[config.mk]
export PLATFORM = sky130hd
export DESIGN_NAME = div_flat
export DESIGN_NICKNAME = d
export VERILOG_FILES = /design/src/rtl/div_pkg.sv /design/src/rtl/div_if.sv /design/src/rtl/div_step.sv /design/src/rtl/div.sv /design/src/flat_wrapper.sv
export SDC_FILE = /design/constraint.sdc
export NUM_CORES = 1
export LEC_CHECK = 0
export CAP_MARGIN = 20
export CORE_ASPECT_RATIO = 1.1
export CORE_UTILIZATION = 46
export DETAILED_ROUTE_END_ITERATION = 8
export DONT_BUFFER_PORTS = 1
export GPL_TIMING_DRIVEN = 0
export MAX_ROUTING_LAYER = met4
export SLEW_MARGIN = 20
export SYNTH_ARGS = -nofsm -noshare
export SYNTH_HDL_FRONTEND = slang
export SYNTH_SLANG_ARGS = --single-unit
[constraint.sdc]
create_clock -name clk -period 10.6 [get_ports clk]
set_input_delay 1.06 -clock clk [delete_from_list [all_inputs] [get_ports clk]]
set_output_delay 1.06 -clock clk [all_outputs]
set_load 0.005 [all_outputs]
[src/rtl/div_pkg.sv]
// Shared constants, state encoding and sign helper for the iterative divider.
package div_pkg;

    localparam int unsigned RegBus = 32;

    localparam logic DivResultReady    = 1'b1;
    localparam logic DivResultNotReady = 1'b0;
    localparam logic DivStart          = 1'b1;
    localparam logic DivStop           = 1'b0;

    typedef enum logic [1:0] {
        DivFree   = 2'b00,
        DivByZero = 2'b01,
        DivOn     = 2'b10,
        DivEnd    = 2'b11
    } div_state_e;

    // Two's-complement negate when en is set; also serves as abs() on sign.
    function automatic logic [RegBus-1:0] cond_neg(input logic en, input logic [RegBus-1:0] v);
        return en ? (~v + RegBus'(1)) : v;
    endfunction

endpackage

[src/rtl/div_if.sv]
// EX-side request/result bundle for the divider.
interface div_if
    import div_pkg::*;
();

    logic                  signed_div_i;
    logic [RegBus-1:0]     opdata1_i;
    logic [RegBus-1:0]     opdata2_i;
    logic                  start_i;
    logic                  annul_i;
    logic [2*RegBus-1:0]   result_o;
    logic                  ready_o;

    modport master (
        output signed_div_i, opdata1_i, opdata2_i, start_i, annul_i,
        input  result_o, ready_o
    );

    modport slave (
        input  signed_div_i, opdata1_i, opdata2_i, start_i, annul_i,
        output result_o, ready_o
    );

endinterface

[src/rtl/div_step.sv]
// One radix-2 restoring step: 33-bit trial subtract and resulting quotient bit.
module div_step
    import div_pkg::*;
(
    input  logic [RegBus:0]   rem,
    input  logic [RegBus-1:0] divisor,
    output logic [RegBus-1:0] rem_next,
    output logic              q_bit
);

    // A kept remainder is always below the divisor, so 32 bits suffice.
    assign q_bit    = (rem >= {1'b0, divisor});
    assign rem_next = q_bit ? RegBus'(rem - {1'b0, divisor}) : rem[RegBus-1:0];

endmodule

[src/rtl/div.sv]
// Iterative 32-bit RV32M divider (DIV/DIVU/REM/REMU), radix-2 restoring, 32 steps.
module div
    import div_pkg::*;
(
    input logic  clk,
    input logic  rst,
    div_if.slave bus
);

    div_state_e           state, state_n;
    logic [5:0]           cnt, cnt_n;
    logic [2*RegBus:0]    work, work_n;
    logic [RegBus-1:0]    divisor, divisor_n;
    logic                 q_neg, q_neg_n;
    logic                 r_neg, r_neg_n;
    logic [2*RegBus-1:0]  result_n;
    logic                 ready_n;

    logic [RegBus-1:0]    step_rem;
    logic                 step_q;
    logic [2*RegBus:0]    step_work;

    // work holds the pre-shifted form: [64:32] is the next trial remainder,
    // dividend bits feed up from [31:1], quotient bits enter at [0].
    div_step u_step (
        .rem      (work[2*RegBus:RegBus]),
        .divisor  (divisor),
        .rem_next (step_rem),
        .q_bit    (step_q)
    );

    assign step_work = {step_rem, work[RegBus-1:0], step_q};

    always_comb begin
        state_n   = state;
        cnt_n     = cnt;
        work_n    = work;
        divisor_n = divisor;
        q_neg_n   = q_neg;
        r_neg_n   = r_neg;
        result_n  = bus.result_o;
        ready_n   = bus.ready_o;

        if (bus.annul_i) begin
            state_n  = DivFree;
            cnt_n    = '0;
            result_n = '0;
            ready_n  = DivResultNotReady;
        end else begin
            unique case (state)
                DivFree: begin
                    result_n = '0;
                    ready_n  = DivResultNotReady;
                    if (bus.start_i == DivStart) begin
                        cnt_n = '0;
                        if (bus.opdata2_i == '0) begin
                            state_n = DivByZero;
                            work_n  = {{RegBus{1'b0}}, bus.opdata1_i, 1'b0};
                        end else begin
                            state_n   = DivOn;
                            work_n    = {{RegBus{1'b0}},
                                         cond_neg(bus.signed_div_i & bus.opdata1_i[RegBus-1], bus.opdata1_i),
                                         1'b0};
                            divisor_n = cond_neg(bus.signed_div_i & bus.opdata2_i[RegBus-1], bus.opdata2_i);
                            q_neg_n   = bus.signed_div_i & (bus.opdata1_i[RegBus-1] ^ bus.opdata2_i[RegBus-1]);
                            r_neg_n   = bus.signed_div_i & bus.opdata1_i[RegBus-1];
                        end
                    end
                end
                DivByZero: begin
                    state_n  = DivEnd;
                    result_n = {work[RegBus:1], {RegBus{1'b1}}};
                    ready_n  = DivResultReady;
                end
                DivOn: begin
                    work_n = step_work;
                    cnt_n  = cnt + 6'd1;
                    if (cnt == 6'd31) begin
                        state_n  = DivEnd;
                        result_n = {cond_neg(r_neg, step_work[2*RegBus:RegBus+1]),
                                    cond_neg(q_neg, step_work[RegBus-1:0])};
                        ready_n  = DivResultReady;
                    end
                end
                DivEnd: begin
                    if (bus.start_i == DivStop) begin
                        state_n  = DivFree;
                        result_n = '0;
                        ready_n  = DivResultNotReady;
                    end
                end
                default: state_n = DivFree;
            endcase
        end
    end

    always_ff @(posedge clk) begin
        if (rst) begin
            state        <= DivFree;
            cnt          <= '0;
            work         <= '0;
            divisor      <= '0;
            q_neg        <= 1'b0;
            r_neg        <= 1'b0;
            bus.result_o <= '0;
            bus.ready_o  <= DivResultNotReady;
        end else begin
            state        <= state_n;
            cnt          <= cnt_n;
            work         <= work_n;
            divisor      <= divisor_n;
            q_neg        <= q_neg_n;
            r_neg        <= r_neg_n;
            bus.result_o <= result_n;
            bus.ready_o  <= ready_n;
        end
    end

endmodule

[src/flat_wrapper.sv]
// flat-port wrapper written by rule: the top's interface ports become plain ports
module div_flat import div_pkg::*;
  (clk, rst, bus_signed_div_i, bus_opdata1_i, bus_opdata2_i, bus_start_i, bus_annul_i, bus_result_o, bus_ready_o);
  div_if bus_i ();
  input logic clk;
  input logic rst;
  input wire logic [$bits(bus_i.signed_div_i)-1:0] bus_signed_div_i;
  input wire logic [$bits(bus_i.opdata1_i)-1:0] bus_opdata1_i;
  input wire logic [$bits(bus_i.opdata2_i)-1:0] bus_opdata2_i;
  input wire logic [$bits(bus_i.start_i)-1:0] bus_start_i;
  input wire logic [$bits(bus_i.annul_i)-1:0] bus_annul_i;
  output wire logic [$bits(bus_i.result_o)-1:0] bus_result_o;
  output wire logic [$bits(bus_i.ready_o)-1:0] bus_ready_o;
  assign bus_i.signed_div_i = bus_signed_div_i;
  assign bus_i.opdata1_i = bus_opdata1_i;
  assign bus_i.opdata2_i = bus_opdata2_i;
  assign bus_i.start_i = bus_start_i;
  assign bus_i.annul_i = bus_annul_i;
  assign bus_result_o = bus_i.result_o;
  assign bus_ready_o = bus_i.ready_o;
  div u_core (.clk(clk), .rst(rst), .bus(bus_i));
endmodule
# Word level (Yosys, flattened, before mapping)
# Index checks and enable logic that the tools add are counted.
# word_totals
input_bits	69
elab_cells	62
ff_bits	172
# classes
bitwise_logic	10
reduce_logical	9
n_lt_le_gt_ge	1
muxes	21
eq_ne	7
addsub	6
# op_table
op	count
case mux 64 bit (4 select lines)	1
2-to-1 mux 32 bit	5
case mux 65 bit (2 select lines)	1
adder 32 x 1 -> 32 bit (second input constant)	4
2-to-1 mux 64 bit	2
inverter 32 bit	4
2-to-1 mux 65 bit	1
>= comparator 33 x 32 -> 1 bit	1
2-to-1 mux 33 bit	1
zero test 32 bit	1
subtractor 32 bit	1
case mux 6 bit (2 select lines)	1
2-to-1 mux 2 bit	4
case mux 2 bit (4 select lines)	1
adder 6 x 1 -> 6 bit (second input constant)	1
equality test 6 x 5 -> 1 bit (second input constant)	1
2-to-1 mux 6 bit	1
AND reduction 3 bit	2
equality test 2 bit (second input constant)	2
inequality test 2 bit (second input constant)	2
case mux 1 bit (4 select lines)	1
AND reduction 2 bit	2
AND reduction 4 bit	1
AND 1 bit	3
other kinds (8)	10

# Depth between registers and ports, before layout
# Gate-level depths: netlist of run 1.
# logic_depth
word_depth	7
depth_mapped	25
depth_no_buf	19

# Modules after synthesis
# From an unflattened synthesis of run 1, not the netlist that was laid out.
# hier_totals
cells_unflattened	1486
area_unflattened_um2	11652.4
# by_module_without_submodules
mod	n_inst	cells_per_inst	seq_area_each_um2	area_per_inst_um2
div	1	1163	3443.3	9321.4
div_step	1	323	0.0	2331.0

# Worst setup path after synthesis of run 1
# OpenSTA, ideal clock, no wires.
# synth_timing
path_type	reg-to-reg
from	reg u_core.work[39]
to	reg u_core.bus.result_o[56]
synth_period_minus_slack_ns	4.185
t_arrival_ns	4.051
n_path_buf	5
stages_incl_launch_ff	23
t_required_ns	10.466
setup_slack_ns	6.415
cell_sequence	dfxtp_1 > ha_1 > buf_6 > and3_1 > buf_6 > and2_4 > o211a_4 > nor3_4 > o21ai_4 > buf_4 > buf_4 > buf_2 > mux2i_1 > ha_1 > inv_1 > nor2_1 > and3_1 > nand2_1 > o31ai_1 > nand4_1 > o31ai_1 > xor2_1 > o22ai_1
# synth_between
elab_chain_cells	7
word_cells_on_any_way	8
classes_between	add/sub: 2; order compare: 1; mux: 4; bitwise: 1
# synth_lines
element	line	rtl
from (decl)	div.sv:12	logic [2*RegBus:0] work, work_n;
from (signal assigned)	div.sv:110	work <= work_n;
subtractor 32 bit / >= comparator 33 x 32 -> 1 bit (equally long branches)	div_step.sv:13, div_step.sv:12	
2-to-1 mux 32 bit (*)	div_step.sv:13	assign rem_next = q_bit ? RegBus'(rem - {1'b0, divisor}) : rem[RegBus-1:0];
inverter 32 bit	div_pkg.sv:20	return en ? (~v + RegBus'(1)) : v;
adder 32 x 1 -> 32 bit	div_pkg.sv:20	
2-to-1 mux 32 bit (*)	div_pkg.sv:20	
2-to-1 mux 64 bit (*)	div.sv:78	if (cnt == 6'd31) begin
case mux 64 bit (4 select lines) (*)	div.sv:50	unique case (state)
to (signal assigned)	div.sv:114	bus.result_o <= result_n;
to (decl)	div_if.sv:21	output result_o, ready_o
# Mark *: on every way between the ends. The rest lies on a longest branch, timed or not. The select of a mux whose other input is x is not followed.
# A chain may end at the register's enable or synchronous reset.

# Worst setup path after layout of run 1
# layout_timing
from	reg u_core.work[56]
to	reg u_core.bus.result_o[54]
# layout_between
elab_chain_cells	7
# layout_lines
element	line	rtl
>= comparator 33 x 32 -> 1 bit (*)	div_step.sv:12	assign q_bit = (rem >= {1'b0, divisor});
2-to-1 mux 32 bit (*)	div_step.sv:13	
inverter 32 bit	div_pkg.sv:20	
adder 32 x 1 -> 32 bit	div_pkg.sv:20	
2-to-1 mux 32 bit (*)	div_pkg.sv:20	
2-to-1 mux 64 bit (*)	div.sv:78	
case mux 64 bit (4 select lines) (*)	div.sv:50	
# Marked as above.

==> results of run 1 <==
-- flip-flops by register name (all words and copies together) (netlist names) --
signal / cells
u_core.state: 2
u_core.bus.ready_o: 1
u_core.work: 65
u_core.bus.result_o: 64
u_core.q_neg: 1
u_core.cnt: 6
u_core.divisor: 32
u_core.r_neg: 1
-- power by group --
group	switching, uW	internal [uW]
clock	284	375
combinational	295	148
sequential	22.7	667
-- metrics by stage --
| step | setup slack, ns | instances | hold WS (ns) | instance area, sq um | util |
|---|---|---|---|---|---|
| finish | 4.88 | 2049 | 0.458 | 13400 | 0.509 |
| global route | 4.73 | 2049 | 0.478 | 13400 | 0.509 |
| CTS | 5.01 | 2049 | 0.461 | 13400 | 0.509 |
| detailed placement | 5.02 | 2018 | 0.453 | 12800 | 0.487 |
| global placement | 5.02 | 2018 | 0.445 | 12800 | 0.487 |
| floorplan | 6.41 | 1666 | 0.432 | 12400 | - |
-- tightest hold or removal path, cell delays in order, from the launching register on --
cell and delay [ns]:
dfxtp_1 0.31, nand2_1 0.05, a21oi_1 0.05
-- cells in the final DEF (no fill, tap or decap), types with 20 or more instances in the layout --
| master | netlist | routed |
|---|---|---|
| o31ai_1 | 29 | 29 |
| xor2_1 | 66 | 66 |
| nand2_1 | 196 | 196 |
| ha_1 | 42 | 42 |
| dfxtp_1 | 172 | 172 |
| clkbuf_1 | 79 | 81 |
| a22oi_1 | 37 | 37 |
| o211ai_1 | 23 | 23 |
| o21ai_0 | 91 | 91 |
| and3_1 | 20 | 20 |
| inv_1 | 55 | 55 |
| a21oi_1 | 167 | 167 |
| nor2_1 | 190 | 190 |
| nand3_1 | 40 | 40 |
| nor3_1 | 34 | 34 |
| xnor2_1 | 72 | 72 |
| a211oi_1 | 34 | 34 |
-- cell families (layout without fill, tap and decap cells) --
kind of cell             count (synthesis)  in the layout  synth area share
buffers and inverters                  171            202            0.0571
flip-flops                             172            172             0.278
AND/OR/NAND/NOR                        603            603             0.231
AO/OA/AOI/OAI                          523            523             0.278
multiplexers                            16             16            0.0132
adder cells (fa/ha/maj)                 43             43            0.0441
XOR/XNOR                               138            138            0.0978
-- layout make-up --
| type | instances | area (sq um) |
|---|---|---|
| Tap cell | 352 | 440 |
| Inverter | 57 | 216 |
| Fill cell | 2665 | 12900 |
| Clock buffer | 20 | 447 |
| Clock inverter | 11 | 145 |
| Buffer | 114 | 489 |
| Multi-Input combinational cell | 1323 | 8220 |
| Sequential cell | 172 | 3440 |
-- worst max-delay path by stage --
stage | from | endpoint | slack (ns) | depth (start not counted)
final | u_core.work[56] | u_core.bus.result_o[54] | 4.88 | 22
after global placement | u_core.work[56] | u_core.bus.result_o[54] | 5.02 | 22
after floorplan | u_core.work[39] | u_core.bus.result_o[56] | 6.41 | 22
after global routing | u_core.work[56] | u_core.bus.result_o[56] | 4.73 | 22
after CTS | u_core.divisor[23] | u_core.bus.result_o[54] | 5.01 | 23
after detailed placement | u_core.work[56] | u_core.bus.result_o[54] | 5.02 | 22
-- per-layer routing --
| metal | wire length, um | global-route usage | vias up |
|---|---|---|---|
| met2 | 21000 | 0.546 | 443 |
| met1 | 17900 | 0.377 | 5756 |
| li1 | - | - | 6006 |
| met5 | 0 | - | - |
| met3 | 2380 | 0.0429 | 99 |
| met4 | 1690 | 0.141 | 0 |
==> results.json, run 1 <==
{
  "status": "finished, final reports clean",
  "postSynthAreaPerCell_sq_um": 7.42,
  "drt-initial-drc-count": 931,
  "root_buffer": "clkbuf_16",
  "synthTopCellsByCount": "nand2_1 (196), nor2_1 (190), dfxtp_1 (172)",
  "p_per_area_mw_per_mm2": 134,
  "cp_cell_sequence": "ha_1 > buf_2 > nand3_1 > nor4_1 > nand4_1 > and3_1 > buf_6 > o21ai_4 > buf_4 > buf_4 > buf_2 > mux2i_1 > ha_1 > inv_1 > nor2_1 > and3_1 > nand2_1 > o31ai_1 > nand4_1 > o21ai_0 > xor2_1 > o22ai_1",
  "final.period_utilization": 0.539,
  "synth_area_leader_cell": "dfxtp_1",
  "rsz0062_at_grt": "no",
  "post_cts_buffers": 0,
  "syn2layout_area_growth_pct": 8.35,
  "wl_mm": 43.0,
  "cts_max_level": 4,
  "clkTransAtPathRegs_ns": 0.07,
  "setup_tns_ns": 0,
  "port_buffers": 0,
  "tightest_slew_ns": 1.09,
  "hold_viol_final": 0,
  "grt_pass1_vias": 11700,
  "cts_tree": "built",
  "total_leakage_power_uw": 0.00479,
  "crit_required_ns": 10.91,
  "synth.area.top_cells": "dfxtp_1 (28%), a21oi_1 (6.8%), nand2_1 (6.0%)",
  "p_total_uw": 1790,
  "r2r-start": "u_core.work[56]",
  "antenna_found_initial": 0,
  "hp-start": "u_core.divisor[31]",
  "synth_edf_count": 0,
  "clock_sinks": 172,
  "drc": 0,
  "cp_slowest_cell": "nor4_1",
  "io_pins": 134,
  "seq_area_frac_synth": 0.278,
  "cpPeakStageDelay_ns": 0.54,
  "syn_nets": 1778,
  "final_antenna_net_count": 0,
  "die_x_um": 158,
  "worstSetupEndpointType": "flop",
  "hold_class": "reg2reg",
  "core_sq_mm": 0.0263,
  "num_rows": 62,
  "initial_core_util": 0.470,
  "cap_violations": 0,
  "holdBufCountCts": 0,
  "fin_crit_ns": 5.72,
  "grt_max_degree": 17,
  "post-synth-top-count-cell": "nand2_1",
  "dp_hpwl_mm": 34.3,
  "clock_latency_ns": 0.45,
  "cts_resized": 0,
  "cts.path.max_buffers": 2,
  "viasPerCell": 6.00,
  "place_congestion": 0.982,
  "syn_area_sq_mm": 0.0124,
  "rrSetupSlack_ns": 4.88,
  "synth_top_area_share": 0.278,
  "hold_path_end": "u_core.divisor[31]",
  "num_antenna_cells": 0,
  "crit_path_start_kind": "flop",
  "grt_pass1_wl_mm": 65.5,
  "grt-ovfl-total": 0,
  "yosys_register_bits": 172,
  "vias": 12300,
  "nets": 1797,
  "worst-path-buf-inv": 6,
  "yosysUniqueCellTypes": 93,
  "syn-instance-count": 1666,
  "cts_buffers": 17,
  "crit_arrival_ns": 6.03,
  "dr.pass1.iters": 5,
  "fin_skew_ns": 0.0112,
  "die_h_um": 174,
  "ir_drop_mv": 0.0756,
  "async_flop_share": 0,
  "crit_path_max_fanout": 10,
  "drt-wirelength-per-cell_um": 21.0,
  "grt_util_all_layers": 0.323,
  "crit_type": "reg2reg",
  "die_area_sq_mm": 0.0275,
  "setup_viol": 0,
  "r2r-end": "u_core.bus.result_o[54]",
  "max-slew-margin-rel": 0.267,
  "drive_gt1_frac": 0.0631,
  "yosysWarningCount": 0,
  "hold_path_depth": 2,
  "slew_viol_final": 0,
  "ys.flop_type": "dfxtp_1",
  "cp_top_family": "simple AND/OR/NAND/NOR gates",
  "fmax_ghz": 0.175,
  "rr_worst_depth": 22
}
(Power assumes the default switching activity.)
==> run 2, diff against run 1 <==
- clock period: 10.6 -> 5.9 ns (I/O delays scaled with it)
==> results of run 2 <==
The final DEF is identical to that of run 1. Status: finished, final reports clean.
Among the figures that moved: setup slack after placement 5.02 ns -> 0.323 ns; setup slack after layout 4.88 ns -> 0.183 ns; hold slack 0.458 ns -> 0.298 ns; register-to-register setup slack 4.88 ns -> 0.18 ns; total power 1790 uW -> 3220 uW; worst IR drop on VDD 0.0756 mV -> 0.136 mV
==> run 3, diff against run 2 <==
- CTS_BUF_LIST: unset -> sky130_fd_sc_hd__clkbuf_4
==> run 3 against run 2 <==
Compared with the run above:
- utilization fell by 1.1 points
- cell area fell by 2.1%
- worst setup slack got worse by 0.042 ns
- combinational power barely moved
- register-to-register slack got worse by 0.04 ns
- routed wire length fell by 0.66%
- critical path type unchanged
- clock-buffer cell count fell by 1
- flip-flop and latch count did not move
- worst hold slack got worse by 0.19 ns
- via count rose by 0.31%
==> results.json, run 3 (synthesized netlist as in run 1, its figures left out) <==
{
  "status": "finished, final reports clean",
  "crit_arrival_ns": 6.25,
  "drive_gt1_frac": 0.0636,
  "drt-initial-drc-count": 932,
  "grt_pass1_wl_mm": 65.0,
  "layout_common_cells": "nand2_1 (196), nor2_1 (190), dfxtp_1 (172), a21oi_1 (167), o21ai_0 (91)",
  "crit_type": "reg2reg",
  "setup_viol": 0,
  "nets": 1797,
  "crit_required_ns": 6.39,
  "postPlaceCellArea_sq_mm": 0.0128,
  "p_per_area_mw_per_mm2": 213,
  "viasPerCell": 6.01,
  "clkTransAtPathRegs_ns": 0.14,
  "fin_crit_ns": 5.76,
  "cts_tree": "built",
  "place_congestion": 0.982,
  "crit_path_start_kind": "flop",
  "largest-register": "u_core.work",
  "drc": 0,
  "total_leakage_power_uw": 0.00466,
  "final_antenna_net_count": 0,
  "antenna_found_initial": 1,
  "tightest_slew_ns": 1.13,
  "dp_hpwl_mm": 34.3,
  "cap_violations": 0,
  "fin_area_sq_mm": 0.0131,
  "ir_drop_mv": 0.111,
  "core_sq_mm": 0.0263,
  "clock_latency_ns": 0.63,
  "dr.pass1.iters": 6,
  "port_buffers": 0,
  "fillers": 2694,
  "drt-wirelength-per-cell_um": 20.8,
  "setup_tns_ns": 0,
  "final.period_utilization": 0.976,
  "holdBufCountCts": 0,
  "grt_util_all_layers": 0.320,
  "holdWs_ns": 0.106,
  "hold_class": "in2reg",
  "die_h_um": 174,
  "p_total_uw": 2790,
  "fmax_ghz": 0.174,
  "crit_path_max_fanout": 10,
  "wl_mm": 42.7,
  "post_cts_buffers": 0,
  "reg.largest.list": "u_core.work: 65 flops, u_core.bus.result_o: 64 flops, u_core.divisor: 32 flops",
  "grt_pass1_vias": 11700,
  "cts.path.max_buffers": 2,
  "cts_resized": 0,
  "grt_max_degree": 17,
  "fin_skew_ns": 0.0170,
  "rsz0062_at_grt": "no",
  "initial_core_util": 0.470,
  "slew_viol_final": 0,
  "clock_sinks": 172,
  "max-slew-margin-rel": 0.244,
  "io_pins": 134,
  "largest_reg_flops": 65,
  "hold_viol_final": 0,
  "num_rows": 62,
  "die_area_sq_mm": 0.0275,
  "cts_max_level": 4,
  "die_x_um": 158,
  "syn2layout_area_growth_pct": 6.02,
  "root_buffer": "clkbuf_4",
  "worstSetupEndpointType": "flop",
  "mostFrequentLayoutCell": "nand2_1",
  "vias": 12300,
  "grt-ovfl-total": 0,
  "cts_buffers": 17
}
[run 3: final timing paths]
kind              slack [ns]  cells past startpoint                from                       to
setup / recovery        0.14                     22     u_core.work[56]  u_core.bus.result_o[54]
hold / removal          0.11                      2   bus_opdata2_i[31]       u_core.divisor[31]
setup reg to reg        0.14                     22     u_core.work[56]  u_core.bus.result_o[54]
hold reg to reg         0.47                      2  u_core.divisor[31]       u_core.divisor[31]
[run 3: report_power, final]
group          switching (uW)  internal [uW]  total (uW)
registers                40.8           1200        1240
logic                     528            266         794
clock network             459            298         757
[run 3: metal layers]
layer | vias to the layer above | GRT usage | wire, um
met5 | - | - | 0
met3 | 100 | 0.0446 | 2500
met1 | 5763 | 0.373 | 17600
met2 | 467 | 0.539 | 20800
li1 | 6012 | - | -
met4 | 0 | 0.142 | 1690
[run 3: layout make-up]
type / instances / area [sq um] / area share
tap: 352 / 440 / 0.0336
buffer: 114 / 489 / 0.0373
clock inverter: 12 / 149 / 0.0114
sequential: 172 / 3440 / 0.263
inverter: 57 / 216 / 0.0165
antenna: 5 / 12.5 / 0.000954
clock buffer: 19 / 143 / 0.0109
multi-input combinational: 1323 / 8220 / 0.627
[run 3: stage by stage]
| stage | utilization | instances | worst slack (ns) |
|---|---|---|---|
| final | 0.498 | 2054 | 0.141 |
| after global routing | 0.498 | 2054 | 0.0128 |
| after CTS | 0.498 | 2049 | 0.292 |
| after detailed placement | 0.487 | 2018 | 0.323 |
| after global placement | 0.487 | 2018 | 0.320 |
| after floorplan | - | 1666 | 1.71 |
[run 3: critical path: stages (launching register included)]
cell     delay [ns]
dfxtp_1        0.39
ha_1           0.29
buf_2          0.17
nand3_1        0.23
nor4_1         0.57
nand4_1        0.19
and3_1         0.24
buf_6          0.14
o21ai_4        0.13
buf_4          0.28
buf_4          0.24
buf_2          0.30
mux2i_1        0.31
ha_1           0.27
inv_1          0.06
nor2_1         0.15
and3_1         0.25
nand2_1        0.07
o31ai_1        0.33
nand4_1        0.34
o21ai_0        0.31
xor2_1         0.25
o22ai_1        0.12
